[src/rtl/opb_register_bank_if.sv]
// rtl/opb_register_bank_if.sv - OPB slave-side bus bundle for the register bank
interface opb_register_bank_if #(
    parameter int C_OPB_AWIDTH = 32,
    parameter int C_OPB_DWIDTH = 32
);
    logic [0:C_OPB_AWIDTH-1]   OPB_ABus;
    logic [0:C_OPB_DWIDTH/8-1] OPB_BE;
    logic [0:C_OPB_DWIDTH-1]   OPB_DBus;
    logic                      OPB_RNW;
    logic                      OPB_select;
    logic                      OPB_seqAddr;
    logic [0:C_OPB_DWIDTH-1]   Sl_DBus;
    logic                      Sl_xferAck;
    logic                      Sl_errAck;
    logic                      Sl_retry;
    logic                      Sl_toutSup;

    modport master (
        output OPB_ABus, OPB_BE, OPB_DBus, OPB_RNW, OPB_select, OPB_seqAddr,
        input  Sl_DBus, Sl_xferAck, Sl_errAck, Sl_retry, Sl_toutSup
    );

    modport slave (
        input  OPB_ABus, OPB_BE, OPB_DBus, OPB_RNW, OPB_select, OPB_seqAddr,
        output Sl_DBus, Sl_xferAck, Sl_errAck, Sl_retry, Sl_toutSup
    );
endinterface

[src/rtl/opb_register_bank.sv]
// rtl/opb_register_bank.sv - bank of 32-bit software/fabric registers on an OPB slave port
module opb_register_bank #(
    parameter logic [31:0] C_BASEADDR   = 32'h0100_0200,
    parameter logic [31:0] C_HIGHADDR   = 32'h0100_02FF,
    parameter int          C_OPB_AWIDTH = 32,
    parameter int          C_OPB_DWIDTH = 32,
    parameter int          C_NUM_REGS   = 8,
    parameter logic [63:0] C_RO_MASK    = 64'h0,
    parameter logic [31:0] C_RESET_VAL  = 32'h0,
    parameter string       C_FAMILY     = "virtex5"
) (
    input  logic                        OPB_Clk,
    input  logic                        OPB_Rst,
    opb_register_bank_if.slave          opb,
    output logic [32*C_NUM_REGS-1:0]    user_data_out,
    input  logic [32*C_NUM_REGS-1:0]    user_data_in,
    output logic [C_NUM_REGS-1:0]       user_wr_strobe
);
    typedef enum logic [1:0] {
        S_IDLE,
        S_ACK,
        S_HOLD
    } state_t;

    state_t                          r_state;
    state_t                          w_next;
    logic                            w_accept;

    logic [C_NUM_REGS-1:0][31:0]     r_regs;
    logic [C_NUM_REGS-1:0][31:0]     r_ud_in;
    logic [31:0]                     r_rdata;
    logic                            r_ack;
    logic                            r_err;
    logic [C_NUM_REGS-1:0]           r_strobe;

    // Bus is MSB-first ([0:31]); plain assignment turns bit k into bit 31-k.
    logic [C_OPB_AWIDTH-1:0]         w_addr;
    logic [C_OPB_DWIDTH-1:0]         w_wdata;
    logic [C_OPB_DWIDTH/8-1:0]       w_be;
    logic [31:0]                     w_offset;
    logic [29:0]                     w_idx;
    logic                            w_hit;
    logic                            w_idx_ok;
    logic                            w_tgt_ro;
    logic                            w_wr_ok;
    logic [31:0]                     w_rd_word;
    logic                            w_unused_ok;

    assign w_addr   = opb.OPB_ABus;
    assign w_wdata  = opb.OPB_DBus;
    assign w_be     = opb.OPB_BE;
    assign w_offset = w_addr - C_BASEADDR;
    assign w_idx    = w_offset[31:2];
    assign w_hit    = opb.OPB_select && (w_addr >= C_BASEADDR) && (w_addr <= C_HIGHADDR);
    assign w_idx_ok = (w_idx < 30'(C_NUM_REGS));
    assign w_wr_ok  = w_accept && !opb.OPB_RNW && w_idx_ok && !w_tgt_ro;

    // Indices past C_NUM_REGS match no entry, so they read as 0 and are never read-only.
    always_comb begin
        w_rd_word = '0;
        w_tgt_ro  = 1'b0;
        for (int i = 0; i < C_NUM_REGS; i++) begin
            if (w_idx == 30'(i)) begin
                w_tgt_ro  = C_RO_MASK[i];
                w_rd_word = C_RO_MASK[i] ? r_ud_in[i] : r_regs[i];
            end
        end
    end

    always_ff @(posedge OPB_Clk) begin
        if (OPB_Rst) begin
            r_state <= S_IDLE;
        end else begin
            r_state <= w_next;
        end
    end

    always_comb begin
        w_next   = r_state;
        w_accept = 1'b0;
        case (r_state)
            S_IDLE: begin
                if (w_hit) begin
                    w_next   = S_ACK;
                    w_accept = 1'b1;
                end
            end
            S_ACK:   w_next = S_HOLD;
            S_HOLD:  w_next = S_IDLE;
            default: w_next = S_IDLE;
        endcase
    end

    always_ff @(posedge OPB_Clk) begin
        r_ud_in <= user_data_in;
    end

    always_ff @(posedge OPB_Clk) begin
        if (OPB_Rst) begin
            for (int i = 0; i < C_NUM_REGS; i++) begin
                r_regs[i] <= C_RO_MASK[i] ? 32'h0 : C_RESET_VAL;
            end
        end else begin
            for (int i = 0; i < C_NUM_REGS; i++) begin
                for (int b = 0; b < 4; b++) begin
                    if (w_wr_ok && (w_idx == 30'(i)) && w_be[b]) begin
                        r_regs[i][8*b +: 8] <= w_wdata[8*b +: 8];
                    end
                end
            end
        end
    end

    // Read data is held only for the ACK cycle so the OR-combined bus sees 0 otherwise.
    always_ff @(posedge OPB_Clk) begin
        if (OPB_Rst) begin
            r_ack    <= 1'b0;
            r_err    <= 1'b0;
            r_rdata  <= '0;
            r_strobe <= '0;
        end else begin
            r_ack   <= w_accept;
            r_err   <= w_accept && !opb.OPB_RNW && w_idx_ok && w_tgt_ro;
            r_rdata <= (w_accept && opb.OPB_RNW) ? w_rd_word : 32'h0;
            for (int i = 0; i < C_NUM_REGS; i++) begin
                r_strobe[i] <= w_wr_ok && (w_idx == 30'(i));
            end
        end
    end

    assign opb.Sl_DBus     = r_rdata;
    assign opb.Sl_xferAck  = r_ack;
    assign opb.Sl_errAck   = r_err;
    assign opb.Sl_retry    = 1'b0;
    assign opb.Sl_toutSup  = 1'b0;
    assign user_data_out   = r_regs;
    assign user_wr_strobe  = r_strobe;

    assign w_unused_ok = &{1'b0, opb.OPB_seqAddr, w_offset[1:0], 1'(C_FAMILY != "")};
endmodule

[src/flat_wrapper.sv]
// flat-port wrapper written by rule: the top's interface ports become plain ports
module opb_register_bank_flat 
#(
    parameter logic [31:0] C_BASEADDR   = 32'h0100_0200,
    parameter logic [31:0] C_HIGHADDR   = 32'h0100_02FF,
    parameter int          C_OPB_AWIDTH = 32,
    parameter int          C_OPB_DWIDTH = 32,
    parameter int          C_NUM_REGS   = 8,
    parameter logic [63:0] C_RO_MASK    = 64'h0,
    parameter logic [31:0] C_RESET_VAL  = 32'h0,
    parameter string       C_FAMILY     = "       "
)
  (OPB_Clk, OPB_Rst, user_data_out, user_data_in, user_wr_strobe, opb_OPB_ABus, opb_OPB_BE, opb_OPB_DBus, opb_OPB_RNW, opb_OPB_select, opb_OPB_seqAddr, opb_Sl_DBus, opb_Sl_xferAck, opb_Sl_errAck, opb_Sl_retry, opb_Sl_toutSup);
  opb_register_bank_if #(.C_OPB_AWIDTH(C_OPB_AWIDTH), .C_OPB_DWIDTH(C_OPB_DWIDTH)) opb_i ();
  input  logic OPB_Clk;
  input  logic OPB_Rst;
  output logic [32*C_NUM_REGS-1:0] user_data_out;
  input  logic [32*C_NUM_REGS-1:0] user_data_in;
  output logic [C_NUM_REGS-1:0] user_wr_strobe;
  input wire logic [$bits(opb_i.OPB_ABus)-1:0] opb_OPB_ABus;
  input wire logic [$bits(opb_i.OPB_BE)-1:0] opb_OPB_BE;
  input wire logic [$bits(opb_i.OPB_DBus)-1:0] opb_OPB_DBus;
  input wire logic [$bits(opb_i.OPB_RNW)-1:0] opb_OPB_RNW;
  input wire logic [$bits(opb_i.OPB_select)-1:0] opb_OPB_select;
  input wire logic [$bits(opb_i.OPB_seqAddr)-1:0] opb_OPB_seqAddr;
  output wire logic [$bits(opb_i.Sl_DBus)-1:0] opb_Sl_DBus;
  output wire logic [$bits(opb_i.Sl_xferAck)-1:0] opb_Sl_xferAck;
  output wire logic [$bits(opb_i.Sl_errAck)-1:0] opb_Sl_errAck;
  output wire logic [$bits(opb_i.Sl_retry)-1:0] opb_Sl_retry;
  output wire logic [$bits(opb_i.Sl_toutSup)-1:0] opb_Sl_toutSup;
  assign opb_i.OPB_ABus = opb_OPB_ABus;
  assign opb_i.OPB_BE = opb_OPB_BE;
  assign opb_i.OPB_DBus = opb_OPB_DBus;
  assign opb_i.OPB_RNW = opb_OPB_RNW;
  assign opb_i.OPB_select = opb_OPB_select;
  assign opb_i.OPB_seqAddr = opb_OPB_seqAddr;
  assign opb_Sl_DBus = opb_i.Sl_DBus;
  assign opb_Sl_xferAck = opb_i.Sl_xferAck;
  assign opb_Sl_errAck = opb_i.Sl_errAck;
  assign opb_Sl_retry = opb_i.Sl_retry;
  assign opb_Sl_toutSup = opb_i.Sl_toutSup;
  opb_register_bank #(.C_BASEADDR(C_BASEADDR), .C_HIGHADDR(C_HIGHADDR), .C_OPB_AWIDTH(C_OPB_AWIDTH), .C_OPB_DWIDTH(C_OPB_DWIDTH), .C_NUM_REGS(C_NUM_REGS), .C_RO_MASK(C_RO_MASK), .C_RESET_VAL(C_RESET_VAL), .C_FAMILY(C_FAMILY)) u_core (.OPB_Clk(OPB_Clk), .OPB_Rst(OPB_Rst), .opb(opb_i), .user_data_out(user_data_out), .user_data_in(user_data_in), .user_wr_strobe(user_wr_strobe));
endmodule
[config.mk]
export PLATFORM = sky130hd
export DESIGN_NAME = opb_register_bank_flat
export DESIGN_NICKNAME = d
export VERILOG_FILES = /design/src/rtl/opb_register_bank_if.sv /design/src/rtl/opb_register_bank.sv /design/src/flat_wrapper.sv
export SDC_FILE = /design/constraint.sdc
export NUM_CORES = 1
export LEC_CHECK = 0
export ABC_AREA = 1
export BUFFER_PORTS_ARGS = -buffer_cell sky130_fd_sc_hd__buf_2
export CAP_MARGIN = 30
export CORE_AREA = 2 2 241 243
export DETAILED_ROUTE_END_ITERATION = 6
export DIE_AREA = 0 0 243 245
export PLACE_DENSITY = 0.51
export SETUP_SLACK_MARGIN = 0.5
export SLEW_MARGIN = 40
export SYNTH_ARGS = -nofsm -noshare
export SYNTH_HDL_FRONTEND = slang
export SYNTH_SLANG_ARGS = --single-unit
[constraint.sdc]
create_clock -name OPB_Clk -period 4 [get_ports OPB_Clk]
set_input_delay 0.8 -clock OPB_Clk [delete_from_list [all_inputs] [get_ports OPB_Clk]]
set_output_delay 0.8 -clock OPB_Clk [all_outputs]
set_load 0.05 [all_outputs]
==> run_results.csv <==
group,metric,value,unit
pwr,ir_worst_vdd,0.000360,V
finish,most-common-layout-cells,"368 x buf_2, 305 x nor2_1, 299 x dfxtp_1",
critical_path,worst-r2r-cell-count,10,
sta,rsz0062_at_grt,"false",
sta,period_needed,3330,ps
critical_path,cp-end-kind,"register",
die,num_rows,88,
critical_path,cp_common_cell,"nor2_1",
clock_network,path_clk_slew,60,ps
finish,area_growth,30.9,%
detailed_routing,drt_iter0_drc,960,
global_route,globalRouteMet2Util,0.335,
logic_synthesis,yosysTopAreaCell,"dfxtp_1",
finish,final_common_cell,"buf_2",
critical_path,crit_arrival,3800,ps
global_route,antenna_found_initial,2,
die,die_h,245,um
global_route,grt_pass1_vias,14589,
place,portBuffers,368,
detailed_routing,drt_pre_antenna_iters,5,
die,coreArea,0.0570,mm^2
detailed_routing,vias,15043,
min_path,holdPathStages,2,
detailed_routing,ant_nets,0,
die,ios,629,
pwr,power_density,357,mW/mm^2
global_route,grt_pass1_wl,94.3,mm
place,globalplace.congestion,0.848,
sta,tightest_slew,647,ps
die,start_util,0.249,
clock_network,cts.sinks,299,
logic_synthesis,synth.distinct_cells,43,
sta,setup_violations,0,
critical_path,crit_fanout,34,
critical_path,slowest_stage,"nor3_1",
critical_path,worst-setup-path-type,"primary input to register",
global_route,overflow,0,
critical_path,start_kind,"primary input",
sta,fin_crit_sh,0.831,
logic_synthesis,synth_ff_type,"dfxtp_1",
logic_synthesis,syn_area,0.0142,mm^2
finish,drive_above_1_share,0.245,
finish,fill_cells,6335,
run,maxCapViolCount,0,
clock_network,numCtsBuffers,36,
critical_path,required,4470,ps
sta,fmax,301,MHz
logic_synthesis,synth_edf_count,0,
logic_synthesis,synthArstFlopShare,0,
logic_synthesis,yosysWarningCount,0,
finish,final_nets,2765,
logic_synthesis,synth_area_leaders,"dfxtp_1 42%, a21oi_1 9.9%, o21ai_0 9.8%",
global_route,grt_max_degree,83,
clock_network,cts-root-buf,"clkbuf_16",
die,fp.dieW,243,um
sta,holdWs,458,ps
clock_network,htreeDepth,2,
detailed_routing,drt-total-wl,64.4,mm
die,die-area,0.0595,mm^2
clock_network,clockBufferDepth,3,
outcome,status,"complete, no violations",
logic_synthesis,syn_inst,2056,
clock_network,worstSkewPairLatency,550,ps
pwr,p_leak,7.93,nW
detailed_routing,vias_per_cell,4.66,
sta,drv_slew,0,
logic_synthesis,postSynthAreaPerCell,6.90,um^2
detailed_routing,drc,0,
global_route,grt_use_total,0.210,
sta,hold_violations,0,
logic_synthesis,synth_top_area_share,0.422,
critical_path,cpPeakStageDelay,490,ps
sta,fin_tns_setup,0,ps
clock_network,cts_tree,"yes",
global_route,grt_busiest_layer,"met2",
global_route,grtUsageMet3,0.0693,
logic_synthesis,ys_seq_area_frac,0.422,
clock_network,holdBufCountCts,0,
logic_synthesis,synth-seq-cells,299,
min_path,hold_path_class,"register to register",
sta,skew,11.0,ps
critical_path,path_cells,"buf_2 -> buf_4 -> inv_1 -> nor2_1 -> nand2_1 -> nor3_1 -> nand2_4 -> inv_4 -> buf_12 -> nand3_4 -> inv_2 -> o21ai_0 -> nor2_1",
global_route,globalRouteMet1Util,0.273,
detailed_routing,wl_per_cell,20.0,um
place,dp_hpwl,47.9,mm
sta,relSlewSlack,0.569,
cells in the mapped netlist, types with 2 or more instances:
library cell    n
nor2_1        307
dfxtp_1       299
a21oi_1       280
o21ai_0       278
inv_1         275
nand2_1       270
clkbuf_1       68
nand3_1        54
a21oi_2        38
buf_2          34
o2111ai_1      29
nor2_2         13
nor3_1         12
o21ai_1        12
nand4_1        10
buf_4           9
nor4_1          8
inv_2           7
nand2_2         7
buf_6           4
nand3_4         4
nor3_2          4
a211oi_1        3
nor2_4          3
xor2_1          3
and2_1          2
ha_1            2
nor3_4          2
nor3b_1         2
nor3b_2         2
o211ai_1        2
xnor2_1         2
power by group:
part | switching [W] | leakage [nW] | internal [W]
Combinational | 0.000226 | 4.94 | 0.0000754
Sequential | 0.000000000000988 | 2.41 | 0.00298
Clock | 0.00135 | 0.587 | 0.00199
path summary, 6_finish.rpt:
check	start	endpoint	slack [ps]
worst max-delay path	opb_OPB_ABus[2]	u_core.user_data_out[189]	670
worst min-delay path	u_core.user_data_out[243]	u_core.user_data_out[243]	460
worst max register to register	u_core.r_state[1]	u_core.user_data_out[171]	1480
worst min register to register	u_core.user_data_out[243]	u_core.user_data_out[243]	460
state kept, by name (all words and copies together), names as in the netlist:
register               cells
u_core.user_data_out     256
u_core.opb.Sl_DBus        32
u_core.user_wr_strobe      8
u_core.r_state             2
u_core.opb.Sl_xferAck      1
final cells by class:
cell class | instances | area, um^2 | area share
Inverter | 283 | 1070 | 0.0576
Antenna cell | 1 | 2.50 | 0.000135
Clock buffer | 57 | 1120 | 0.0604
Timing Repair Buffer | 455 | 2710 | 0.146
Multi-Input combinational cell | 1359 | 6650 | 0.358
Clock inverter | 6 | 66.3 | 0.00357
Sequential cell | 299 | 5990 | 0.323
Tap cell | 765 | 957 | 0.0516
layer usage:
layer	part of all wire	up-vias
li1	-	7433
met1	0.45	7083
met2	0.45	455
met3	0.083	68
met4	0.021	4
met5	0.00036	-
metrics by stage:
step / total power [W] / area, um^2 / worst slack, ps / instances / util
2_1_floorplan: 0.00319 / 14200 / 937 / 2058 / -
3_3_place_gp: 0.00334 / 17300 / 92.4 / 3159 / 0.304
3_5_place_dp: 0.00334 / 17300 / 76.7 / 3159 / 0.304
4_1_cts: 0.00669 / 18500 / 634 / 3222 / 0.325
5_1_grt: 0.00685 / 18600 / 510 / 3224 / 0.325
6_report: 0.00662 / 18600 / 675 / 3225 / 0.325
logic make-up after synthesis:
family / after synthesis / synth area share
other cells: 1 / 0.000264
flops: 299 / 0.422
fa+ha+maj: 2 / 0.00176
xor+xnor: 5 / 0.00309
compound gates: 644 / 0.247
simple gates: 705 / 0.212
buf+inv: 400 / 0.114
worst max-delay path, delay by kind of cell:
family | cells | cell delay [ps]
AND/OR/NAND/NOR | 6 | 1610
buffers and inverters | 6 | 1230
AO/OA/AOI/OAI | 1 | 100
what timing repair did:
item,in CTS,in global routing
setup buffers,0,2
hold endpoints to repair,0,0
resized for setup,0,6
setup endpoints to repair,0,103
Power figures use the tool's default switching activity.
